## src/rtl/jt12_kon_seq.sv

```systemverilog
// Key-on sequencer: per-slot key state from register 0x28 plus CSM auto
// key-on, emitted as a slot-ordered keyon_I stream for the envelope generator.
module jt12_kon_seq #(
    parameter int num_ch = 6
) (
    input  logic       clk,
    input  logic       rst,
    input  logic       clk_en,
    input  logic       kon_we,
    input  logic [2:0] kon_ch,
    input  logic [3:0] kon_op,
    output logic       kon_ready,
    input  logic       csm_en,
    input  logic       tima_ovf,
    output logic [4:0] slot,
    output logic       zero,
    output logic       keyon_I
);

    localparam int NS = 4 * num_ch;
    localparam logic [4:0] LAST = 5'(NS - 1);

    typedef enum logic [1:0] {
        IDLE,
        ARMED,
        ACTIVE
    } csm_t;

    csm_t          st_q, st_d;
    logic          pend_q, pend_d;
    logic [4:0]    slot_q, slot_d;
    logic          zero_q, zero_d;
    logic          keyon_q, keyon_d;
    logic [NS-1:0] kon_reg_q, kon_reg_d;
    logic          buf_v_q, buf_v_d;
    logic          buf_inv_q, buf_inv_d;
    logic [2:0]    buf_ch_q, buf_ch_d;
    logic [3:0]    buf_op_q, buf_op_d;

    logic          accept, apply, wrap, ovf;
    logic [2:0]    wr_ch;
    logic          wr_inv;
    logic [NS-1:0] ch_mask, op_rep, csm_mask, look;

    assign kon_ready = ~buf_v_q;
    assign slot      = slot_q;
    assign zero      = zero_q;
    assign keyon_I   = keyon_q;

    assign accept = kon_we & ~buf_v_q;
    assign apply  = clk_en & buf_v_q;
    assign wrap   = clk_en & (slot_q == LAST);
    assign ovf    = tima_ovf & csm_en;

    assign wr_ch  = kon_ch[2] ? 3'd3 + {1'b0, kon_ch[1:0]}
                              : {1'b0, kon_ch[1:0]};
    assign wr_inv = (kon_ch[1:0] == 2'd3) | (kon_ch[2] & (num_ch == 3));

    assign op_rep = {{num_ch{buf_op_q[3]}}, {num_ch{buf_op_q[2]}},
                     {num_ch{buf_op_q[1]}}, {num_ch{buf_op_q[0]}}};

    always_comb begin
        for (int i = 0; i < NS; i++) begin
            ch_mask[i]  = (3'(i % num_ch) == buf_ch_q);
            csm_mask[i] = ((i % num_ch) == 2);
        end
    end

    always_comb begin
        buf_v_d   = buf_v_q;
        buf_inv_d = buf_inv_q;
        buf_ch_d  = buf_ch_q;
        buf_op_d  = buf_op_q;
        kon_reg_d = kon_reg_q;
        if (apply) begin
            buf_v_d = 1'b0;
            if (!buf_inv_q)
                kon_reg_d = (kon_reg_q & ~ch_mask) | (op_rep & ch_mask);
        end else if (accept) begin
            buf_v_d   = 1'b1;
            buf_inv_d = wr_inv;
            buf_ch_d  = wr_ch;
            buf_op_d  = kon_op;
        end
    end

    always_comb begin
        st_d   = st_q;
        pend_d = pend_q;
        unique case (st_q)
            IDLE:  if (ovf) st_d = ARMED;
            ARMED: if (wrap) st_d = ACTIVE;
            ACTIVE: begin
                if (ovf) pend_d = 1'b1;
                if (wrap) begin
                    st_d   = pend_d ? ARMED : IDLE;
                    pend_d = 1'b0;
                end
            end
            default: st_d = IDLE;
        endcase
        if (!csm_en) begin
            st_d   = IDLE;
            pend_d = 1'b0;
        end
    end

    // The lookup uses next-state key bits so a write landing now is seen.
    always_comb begin
        slot_d  = slot_q;
        zero_d  = zero_q;
        keyon_d = keyon_q;
        look    = '0;
        if (clk_en) begin
            slot_d  = (slot_q == LAST) ? 5'd0 : slot_q + 5'd1;
            zero_d  = (slot_d == 5'd0);
            look    = (kon_reg_d | ((st_d == ACTIVE) ? csm_mask : '0))
                      >> slot_d;
            keyon_d = look[0];
        end
    end

    always_ff @(posedge clk or negedge rst) begin
        if (!rst) begin
            st_q      <= IDLE;
            pend_q    <= 1'b0;
            slot_q    <= 5'd0;
            zero_q    <= 1'b1;
            keyon_q   <= 1'b0;
            kon_reg_q <= '0;
            buf_v_q   <= 1'b0;
            buf_inv_q <= 1'b0;
            buf_ch_q  <= 3'd0;
            buf_op_q  <= 4'd0;
        end else begin
            st_q      <= st_d;
            pend_q    <= pend_d;
            slot_q    <= slot_d;
            zero_q    <= zero_d;
            keyon_q   <= keyon_d;
            kon_reg_q <= kon_reg_d;
            buf_v_q   <= buf_v_d;
            buf_inv_q <= buf_inv_d;
            buf_ch_q  <= buf_ch_d;
            buf_op_q  <= buf_op_d;
        end
    end

endmodule

```

## config.mk

```make
export PLATFORM = sky130hd
export DESIGN_NAME = jt12_kon_seq
export DESIGN_NICKNAME = d
export VERILOG_FILES = /design/src/rtl/jt12_kon_seq.sv
export SDC_FILE = /design/constraint.sdc
export NUM_CORES = 1
export LEC_CHECK = 0
export ABC_AREA = 1
export ABC_CLOCK_PERIOD_IN_PS = 2900
export CORE_MARGIN = 10
export CORE_UTILIZATION = 35
export DETAILED_ROUTE_END_ITERATION = 8
export PLACE_DENSITY_LB_ADDON = 0.15
export REMOVE_ABC_BUFFERS = 1
export SETUP_SLACK_MARGIN = 0.15
export SLEW_MARGIN = 25
export SYNTH_ARGS = -nofsm -noshare
export SYNTH_HDL_FRONTEND = slang
export SYNTH_SLANG_ARGS = --single-unit
```

## constraint.sdc

```tcl
create_clock -name clk -period 2.9 [get_ports clk]
set_clock_uncertainty 0.15 [all_clocks]
set_input_delay 0.435 -clock clk [delete_from_list [all_inputs] [get_ports clk]]
set_output_delay 0.435 -clock clk [all_outputs]
set_load 0.03 [all_outputs]
```

==> results.py, run 1 <==
metrics = {
    "timing": {
        "fmax_ghz": 0.461,
        "setup_viol_count_final": 0,
        "worst_pin_slew_ns": 0.550,
        "final_max_slew_viol_count": 0,
        "setup_slack_ns": 0.732,
        "finalSetupTns_ns": 0,
        "period_share": 0.747,
        "hold_violations": 42,
        "rsz0062_at_grt": "false",
        "finalCriticalPeriod_ns": 2.17,
        "whs_ns": -0.0328,
        "maxSlewHeadroom": 0.633,
    },
    "placed_design": {
        "gp_congestion": 0.810,
        "dp_hpwl_um": 4460,
        "pre_cts_ws_ns": 0.393,
        "dpl.cell_count": 412,
        "portBuffers": 20,
    },
    "critical_path": {
        "cp-start-kind": "primary input",
        "critical_path_class": "in2reg",
        "end_kind": "flip-flop",
        "cp.required_ns": 2.95,
        "crit_path_max_fanout": 6,
        "arrival_ns": 2.22,
    },
    "global_routing": {
        "grt_max_degree": 44,
        "grt_pass1_vias": 1948,
        "overflow": 0,
        "antenna_found_initial": 0,
        "grt_pass1_wl_um": 9820,
        "grtUsageTotal": 0.118,
    },
    "synth": {
        "yosys.area.top_type": "dfrtp_1",
        "ys_warn_count": 0,
        "syn_area_um2": 2380,
        "avgSynthCellArea_um2": 7.53,
        "synth_compound_area_frac": 0.0683,
        "synthXorXnorAreaFrac": 0.00368,
        "synth_fa_ha_area_frac": 0.0158,
        "synth_edf_count": 0,
        "synthMuxAreaShare": 0,
        "synthTopCellsByArea": "dfrtp_1, nand2_1, inv_1",
        "synthFlopType": "dfrtp_1",
        "synth.ff_latch_count": 43,
        "yosys.area_share.simple": 0.352,
        "async_flop_share": 1.00,
        "synth_top_family_by_area": "simple AND/OR/NAND/NOR gates",
        "netlist_instances": 316,
        "ys_seq_area_frac": 0.453,
        "synth.distinct_cells": 32,
        "synth_top_area_frac": 0.442,
    },
    "detailed_routing": {
        "drtIter0Drc": 121,
        "post_drt_via_cell_ratio": 4.69,
        "wl_um": 5740,
        "drc": 0,
        "wl_per_cell_um": 13.7,
        "vias": 1971,
        "drt_first_pass_iters": 4,
        "ant_nets": 0,
    },
    "cells_and_area": {
        "nNetsFinal": 358,
        "final_common_cell": "nand2_1",
        "fin_cells": 420,
        "areaGrowthSynthToFinish_pct": 15.7,
        "diodes": 0,
        "mostFrequentLayoutCells": "nand2_1, inv_1, dfrtp_1, nand3_1, nor2_1",
        "drive_gt1_frac": 0.0962,
        "nFillCells": 679,
    },
    "clock_tree": {
        "cts_tree": "yes",
        "ctsHoldBuffers": 0,
        "cts.clk_slew.worst_paths_ns": 0.09,
        "cts-resized-gates": 0,
        "cts_buffers": 5,
        "root_buffer": "clkbuf_8",
        "cts_sinks": 43,
        "htree_levels": 2,
        "cts_setup_buffers": 0,
        "insertion_delay_ns": 0.30,
        "clock_path_buffers": 2,
    },
    "worst_hold_path": {
        "hp-class": "in2async",
    },
    "floorplanning": {
        "initial_utilization": 0.366,
        "die_h_um": 102,
        "fp-row-count": 29,
        "die_area_um2": 10500,
        "die_w_um": 102,
        "core_um2": 6490,
        "ios": 21,
    },
    "pwr": {
        "cellPowerDensity_nw_per_um2": 874,
        "ir_drop_v": 0.000323,
        "fin_total_pwr_uw": 2410,
        "leakagePower_uw": 0.00143,
    },
    "run_status": {
        "status": "finished, violations left",
        "violations": "hold timing",
    },
    "flow_run": {
        "cap_viol_max_count": 0,
    },
}
-- sequential cells by signal, summed over array words and instances, names as in the netlist, 2 cells and up --
| register | count |
|---|---|
| kon_reg_q | 24 |
| st_q | 2 |
| buf_ch_q | 3 |
| slot | 5 |
| buf_op_q | 4 |
-- metrics by stage --
stage | utilization | hold WS (ns) | cell area, µm²
finish | 0.424 | -0.0328 | 2750
global route | 0.424 | 0.0138 | 2750
CTS | 0.424 | 0.166 | 2750
detailed placement | 0.410 | 0.304 | 2660
global placement | 0.410 | 0.302 | 2660
floorplan | - | -0.0106 | 2340
-- critical path: stages --
cell	delay (ns)
clkdlybuf4s50_1	0.56
nand2_4	0.10
nor3_4	0.26
nand2_1	0.19
nand2_1	0.11
nand3_1	0.07
nand2_1	0.08
clkinv_1	0.06
nand2_1	0.08
nand2_1	0.05
nand3_1	0.06
nand2_1	0.05
nand2_1	0.05
nand2_1	0.04
-- layout make-up --
type | instances | area [µm²] | share of cell area
tap | 77 | 96.3 | 0.0350
clock inverter | 3 | 20.0 | 0.00727
multi-input combinational | 210 | 1050 | 0.380
sequential | 43 | 1080 | 0.391
inverter | 58 | 218 | 0.0791
clock buffer | 5 | 68.8 | 0.0250
timing repair buffer | 24 | 228 | 0.0827
-- path summary, 6_finish.rpt --
path	to	cells after the start	slack [ns]	startpoint
hold / removal	kon_reg_q[13]	1	-0.03	rst
setup reg to reg	keyon_I	10	0.81	slot[0]
hold reg to reg	kon_reg_q[9]	2	0.32	kon_reg_q[9]
setup / recovery	keyon_I	14	0.73	clk_en
min in group clk	kon_reg_q[9]	2	0.32	kon_reg_q[9]
max in group asynchronous	zero	1	2.26	rst
-- layer usage --
layer  global-route usage  up-vias  routed length (µm)
li1                     -     1035                   -
met1                0.161      899                2840
met2                0.179       26                2630
met3               0.0216       11                 142
met4               0.0499        0                 133
met5                    0        -                   0
-- cells by family (layout without fill, tap and decap cells) --
group           count (synthesis)  in the layout
compound gates                 30             30
xor+xnor                        1              1
fa+ha+maj                       3              3
buf+inv                        63             90
flops                          43             43
simple gates                  176            176
-- synth_stat cells (2+ instances only) --
cell type,instances
inv_1,51
and2_1,4
nand3_1,30
nand3_2,2
nor2_4,3
ha_1,3
o21ai_1,7
nand2_2,2
o21ai_0,12
a21oi_1,7
nand4_1,9
nand2_1,96
nor2_2,3
dfrtp_1,42
nand2_4,2
nor2_1,21
buf_6,2
clkinv_1,4
inv_2,3
-- where the power goes --
group          leakage [µW]  internal [µW]  total, µW  switching (µW)
combinational      0.000872            382       1080             694
sequential         0.000513            814        944             129
clock             0.0000402            168        387             219
No activity file was read; power rests on OpenSTA's default activity.
==> run 2: changes to the inputs <==
--- a/config.mk
+++ b/config.mk
@@ -6,7 +6,7 @@
 export NUM_CORES = 1
 export LEC_CHECK = 0
 export ABC_AREA = 1
-export ABC_CLOCK_PERIOD_IN_PS = 2900
+export ABC_CLOCK_PERIOD_IN_PS = 2150
 export CORE_MARGIN = 10
 export CORE_UTILIZATION = 35
 export DETAILED_ROUTE_END_ITERATION = 8
==> constraint.sdc (replaced) <==
create_clock -name clk -period 2.15 [get_ports clk]
set_clock_uncertainty 0.15 [all_clocks]
set_input_delay 0.3225 -clock clk [delete_from_list [all_inputs] [get_ports clk]]
set_output_delay 0.3225 -clock clk [all_outputs]
set_load 0.03 [all_outputs]
==> results.py, run 2 (same netlist as run 1, synthesis figures left out) <==
metrics = {
    "run_status": {
        "status": "completed",
    },
    "global_routing": {
        "overflow": 0,
        "grt_use_met1": 0.164,
        "grt_pass1_vias": 2137,
        "grtUsageMet3": 0.0209,
        "grt_pass1_wl_um": 10600,
        "busiest_layer": "met2",
        "antenna_found_initial": 0,
        "use_met2": 0.214,
        "grtUsageTotal": 0.128,
        "grt_max_degree": 19,
    },
    "clock_tree": {
        "root_buffer": "clkbuf_8",
        "htree_levels": 2,
        "cts_sinks": 43,
        "cts_tree": "yes",
        "insertion_delay_ns": 0.30,
        "cts.clk_slew.worst_paths_ns": 0.09,
        "cts_buffers": 5,
        "clock_path_buffers": 2,
    },
    "floorplanning": {
        "fp-row-count": 29,
        "core_um2": 6490,
        "ios": 21,
        "die_w_um": 102,
        "initial_utilization": 0.366,
        "die_area_um2": 10500,
        "die_h_um": 102,
    },
    "critical_path": {
        "cp-start-kind": "flip-flop",
        "crit_path_max_fanout": 4,
        "cp.required_ns": 1.68,
        "critical_path_class": "reg2out",
        "reg2reg_to": "keyon_I",
        "arrival_ns": 1.46,
        "critPathLaunch": "slot[0]",
        "reg2reg_depth": 13,
        "cp-endpoint": "slot[0]",
        "end_kind": "primary output",
        "reg2reg_slack_ns": 0.23,
        "r2r_start": "buf_v_q",
    },
    "detailed_routing": {
        "drtIter0Drc": 122,
        "wl_um": 6230,
        "vias": 2090,
        "wl_per_cell_um": 13.6,
        "post_drt_via_cell_ratio": 4.57,
        "ant_nets": 0,
        "drt_first_pass_iters": 4,
        "drc": 0,
    },
    "placed_design": {
        "dp_hpwl_um": 4860,
        "gp_congestion": 0.844,
        "portBuffers": 20,
        "dpl.cell_count": 439,
    },
    "pwr": {
        "comb_power_share": 0.492,
        "seqPwrFrac": 0.333,
        "p_switching_uw": 1530,
        "internal_power_uw": 2280,
        "cellPowerDensity_nw_per_um2": 1210,
        "ir_drop_v": 0.000491,
        "fin_total_pwr_uw": 3810,
        "clkPwrFrac": 0.175,
        "sw_frac_of_total": 0.402,
        "leakagePower_uw": 0.00166,
    },
    "timing": {
        "period_share": 0.901,
        "fmax_ghz": 0.516,
        "setup_viol_count_final": 0,
        "final_max_slew_viol_count": 0,
        "finalCriticalPeriod_ns": 1.94,
        "whs_ns": 0.306,
        "worst_pin_slew_ns": 0.367,
        "rsz0062_at_grt": "true",
        "maxSlewHeadroom": 0.755,
        "hold_violations": 0,
        "finalSetupTns_ns": 0,
    },
    "cells_and_area": {
        "diodes": 0,
        "mostFrequentLayoutCells": "nand2_1, inv_1, dfrtp_1, buf_4, nand3_1",
        "largest_reg_flops": 24,
        "nFillCells": 640,
        "nNetsFinal": 395,
        "largest_register": "kon_reg_q",
        "fin_cells": 457,
        "final_core_util": 0.483,
        "drive_gt1_frac": 0.226,
        "areaGrowthSynthToFinish_pct": 31.9,
        "final_common_cell": "nand2_1",
    },
    "flow_run": {
        "cap_viol_max_count": 0,
    },
    "worst_hold_path": {
        "hp-class": "in2async",
    },
}
## run 2: repair_timing
action | CTS | global route
hold buffers | 1 | 0
endpoints found under the hold margin | 12 | 0
pin swaps | 2 | 5
resized for setup | 3 | 21
endpoints found under the setup margin | 2 | 2
buffers inserted | 3 | 6
## run 2: worst min-delay path by stage
stage                     start      endpoint  cells after the start
after global routing        rst  kon_reg_q[1]                      2
after detailed placement    rst   buf_ch_q[1]                      1
final                       rst       slot[2]                      2
after floorplan             rst   buf_ch_q[0]                      0
after CTS                   rst   buf_ch_q[1]                      2
after global placement      rst   buf_ch_q[1]                      1
## run 2: worst max-delay path, cell delays in order (launching register included)
cell and delay (ns):
dfrtp_1 0.36, buf_4 0.14, clkdlybuf4s50_1 0.67
## run 2: layout make-up
class | count | area (µm²) | area share
inverter | 58 | 224 | 0.0713
clock buffer | 6 | 82.6 | 0.0263
sequential | 43 | 1080 | 0.344
tap | 77 | 96.3 | 0.0307
clock inverter | 2 | 35.0 | 0.0112
multi-input combinational | 210 | 1100 | 0.351
timing repair buffer | 61 | 520 | 0.166
## run 2: metrics by stage
stage	worst slack (ns)	area (µm²)
after floorplan	0.147	2340
after global placement	-0.256	2870
final	0.213	3140
after global routing	0.0696	3140
after CTS	0.121	3020
after detailed placement	-0.271	2870
## run 2: routing by layer
layer / vias up / wire length (µm)
li1: 1109 / -
met1: 949 / 2940
met2: 25 / 2950
met3: 7 / 246
met4: 0 / 91
met5: - / 0
## run 2: power groups by stage
stage	sequential [µW]	combinational [µW]	clock [µW]
2_1_floorplan	1350	935	0
3_3_place_gp	1280	1660	0
3_5_place_dp	1290	1660	0
4_1_cts	1270	1670	687
5_1_grt	1310	2100	722
6_report	1270	1870	667
==> run 3: changes to the inputs <==
--- a/config.mk
+++ b/config.mk
@@ -7,13 +7,14 @@
 export LEC_CHECK = 0
 export ABC_AREA = 1
 export ABC_CLOCK_PERIOD_IN_PS = 2150
+export CORE_ASPECT_RATIO = 1.4
 export CORE_MARGIN = 10
-export CORE_UTILIZATION = 35
+export CORE_UTILIZATION = 57
 export DETAILED_ROUTE_END_ITERATION = 8
 export PLACE_DENSITY_LB_ADDON = 0.15
 export REMOVE_ABC_BUFFERS = 1
 export SETUP_SLACK_MARGIN = 0.15
-export SLEW_MARGIN = 25
+export SLEW_MARGIN = 15
 export SYNTH_ARGS = -nofsm -noshare
 export SYNTH_HDL_FRONTEND = slang
 export SYNTH_SLANG_ARGS = --single-unit
==> results.py, run 3 (same netlist as run 1, synthesis figures left out) <==
metrics = {
    "global_routing": {
        "overflow": 0,
        "antenna_found_initial": 0,
        "grt_pass1_wl_um": 9690,
        "grt_max_degree": 44,
        "grtUsageTotal": 0.173,
        "grt_pass1_vias": 2151,
    },
    "floorplanning": {
        "initial_utilization": 0.597,
        "die_area_um2": 7200,
        "die_w_um": 74.6,
        "core_um2": 3990,
        "fp-row-count": 27,
        "die_h_um": 96.5,
        "ios": 21,
    },
    "pwr": {
        "fin_total_pwr_uw": 3570,
        "ir_drop_v": 0.000612,
        "cellPowerDensity_nw_per_um2": 1180,
        "leakagePower_uw": 0.00163,
    },
    "cells_and_area": {
        "multi_input_area_um2": 1090,
        "largest_reg_flops": 24,
        "largest_register": "kon_reg_q",
        "seqCellArea_um2": 1080,
        "final_common_cell": "nand2_1",
        "diodes": 0,
        "design_area_um2": 3030,
        "areaGrowthSynthToFinish_pct": 27.3,
        "final_core_util": 0.760,
        "drive_gt1_frac": 0.201,
        "nFillCells": 319,
        "nNetsFinal": 390,
        "mostFrequentLayoutCells": "nand2_1, inv_1, dfrtp_1, buf_4, nand3_1",
    },
    "flow_run": {
        "cap_viol_max_count": 0,
    },
    "critical_path": {
        "end_kind": "flip-flop",
        "max_stage_delay_ns": 0.36,
        "crit_top_cell": "nand2_1",
        "crit_slowest_cell": "dfrtp_1",
        "cp.required_ns": 2.19,
        "cp-start-kind": "flip-flop",
        "critical_path_class": "reg2reg",
        "arrival_ns": 2.01,
        "crit_buf_inv": 3,
        "crit_family": "simple AND/OR/NAND/NOR gates",
        "crit_chain": "ha_2 > nand2_2 > nor2_4 > inv_4 > nand2_8 > clkinvlp_4 > nand2_2 > clkinv_1 > nand2_2 > nand2_1 > nand3_1 > nand2_1 > nand2_1 > nand2_1",
        "crit_path_max_fanout": 7,
    },
    "clock_tree": {
        "clock_path_buffers": 2,
        "cts_buffers": 5,
        "cts_sinks": 43,
        "cts_tree": "yes",
        "cts.clk_slew.worst_paths_ns": 0.08,
        "htree_levels": 2,
        "root_buffer": "clkbuf_8",
        "insertion_delay_ns": 0.29,
    },
    "detailed_routing": {
        "drc": 2,
        "post_drt_via_cell_ratio": 5.19,
        "wl_um": 5810,
        "drtIter0Drc": 124,
        "drt_first_pass_iters": 6,
        "ant_nets": 0,
        "wl_per_cell_um": 13.9,
        "vias": 2166,
    },
    "timing": {
        "worst_pin_slew_ns": 0.551,
        "final_max_slew_viol_count": 0,
        "setup_viol_count_final": 0,
        "maxSlewHeadroom": 0.633,
        "fmax_ghz": 0.507,
        "rsz0062_at_grt": "true",
        "period_share": 0.917,
        "finalSetupTns_ns": 0,
        "whs_ns": 0.325,
        "hold_violations": 0,
        "finalCriticalPeriod_ns": 1.97,
    },
    "worst_hold_path": {
        "hp-class": "reg2reg",
    },
    "run_status": {
        "status": "finished, violations left",
        "violations": "DRC",
    },
    "placed_design": {
        "dp_hpwl_um": 4330,
        "gp_congestion": 0.886,
        "dpl_cell_area_um2": 2820,
        "portBuffers": 20,
    },
}
==> run 3: cell types whose count changed in the layout (fill, tap and decap cells not counted), moves of 2 or more <==
cell,change
buf_4,-6
nand2_2,-3
a21oi_1,+2
a21oi_2,-2
nand2_1,+2
==> run 3: per-stage QoR <==
stage	std cells	setup slack (ns)
finish	417	0.178
global route	417	0.0585
CTS	413	0.169
detailed placement	403	-0.187
global placement	403	-0.143
floorplan	311	0.147
==> run 3: metal layers <==
metal	track usage	vias up	wire length, µm	share of wire
li1	-	1098	-	-
met3	0.0276	13	204	0.035
met1	0.197	1011	2380	0.41
met5	0	-	0	0
met2	0.312	44	3070	0.53
met4	0.0744	0	151	0.026
==> run 3: worst paths after layout <==
kind                          startpoint            end  slack, ns  depth (start not counted)
setup / recovery                 slot[1]        keyon_I       0.18                         14
hold / removal             kon_reg_q[15]  kon_reg_q[15]       0.33                          2
setup reg to reg                 slot[1]        keyon_I       0.18                         14
hold reg to reg            kon_reg_q[15]  kon_reg_q[15]       0.33                          2
max in group asynchronous            rst    buf_ch_q[1]       0.97                          3
min in group asynchronous            rst         pend_q       0.48                          3
==> run 3: power breakdown <==
group          switching (µW)  total [µW]  internal (µW)
sequential                158        1260           1100
clock                     262         514            252
combinational            1050        1800            745
total                    1470        3570           2100
==> run 3: tightest hold or removal path, delay by kind of cell, from the launching register on <==
family	cells	cell delay [ns]
flip-flops	1	0.32
AND/OR/NAND/NOR	2	0.13
==> run 3: repair_timing <==
item	4_1_cts	5_1_grt
hold buffers	1	0
resized for setup	4	18
endpoints found under the setup margin	1	3
setup buffers	2	4
endpoints found under the hold margin	42	0
pin swaps	1	6
==> run 3: layout make-up <==
type,count,area share
clock buffers,6,0.0273
clock inverters,1,0.00165
inverters,58,0.0739
multi-input cells,210,0.361
flip-flops and latches,43,0.356
well taps,43,0.0178
repair buffers,56,0.162
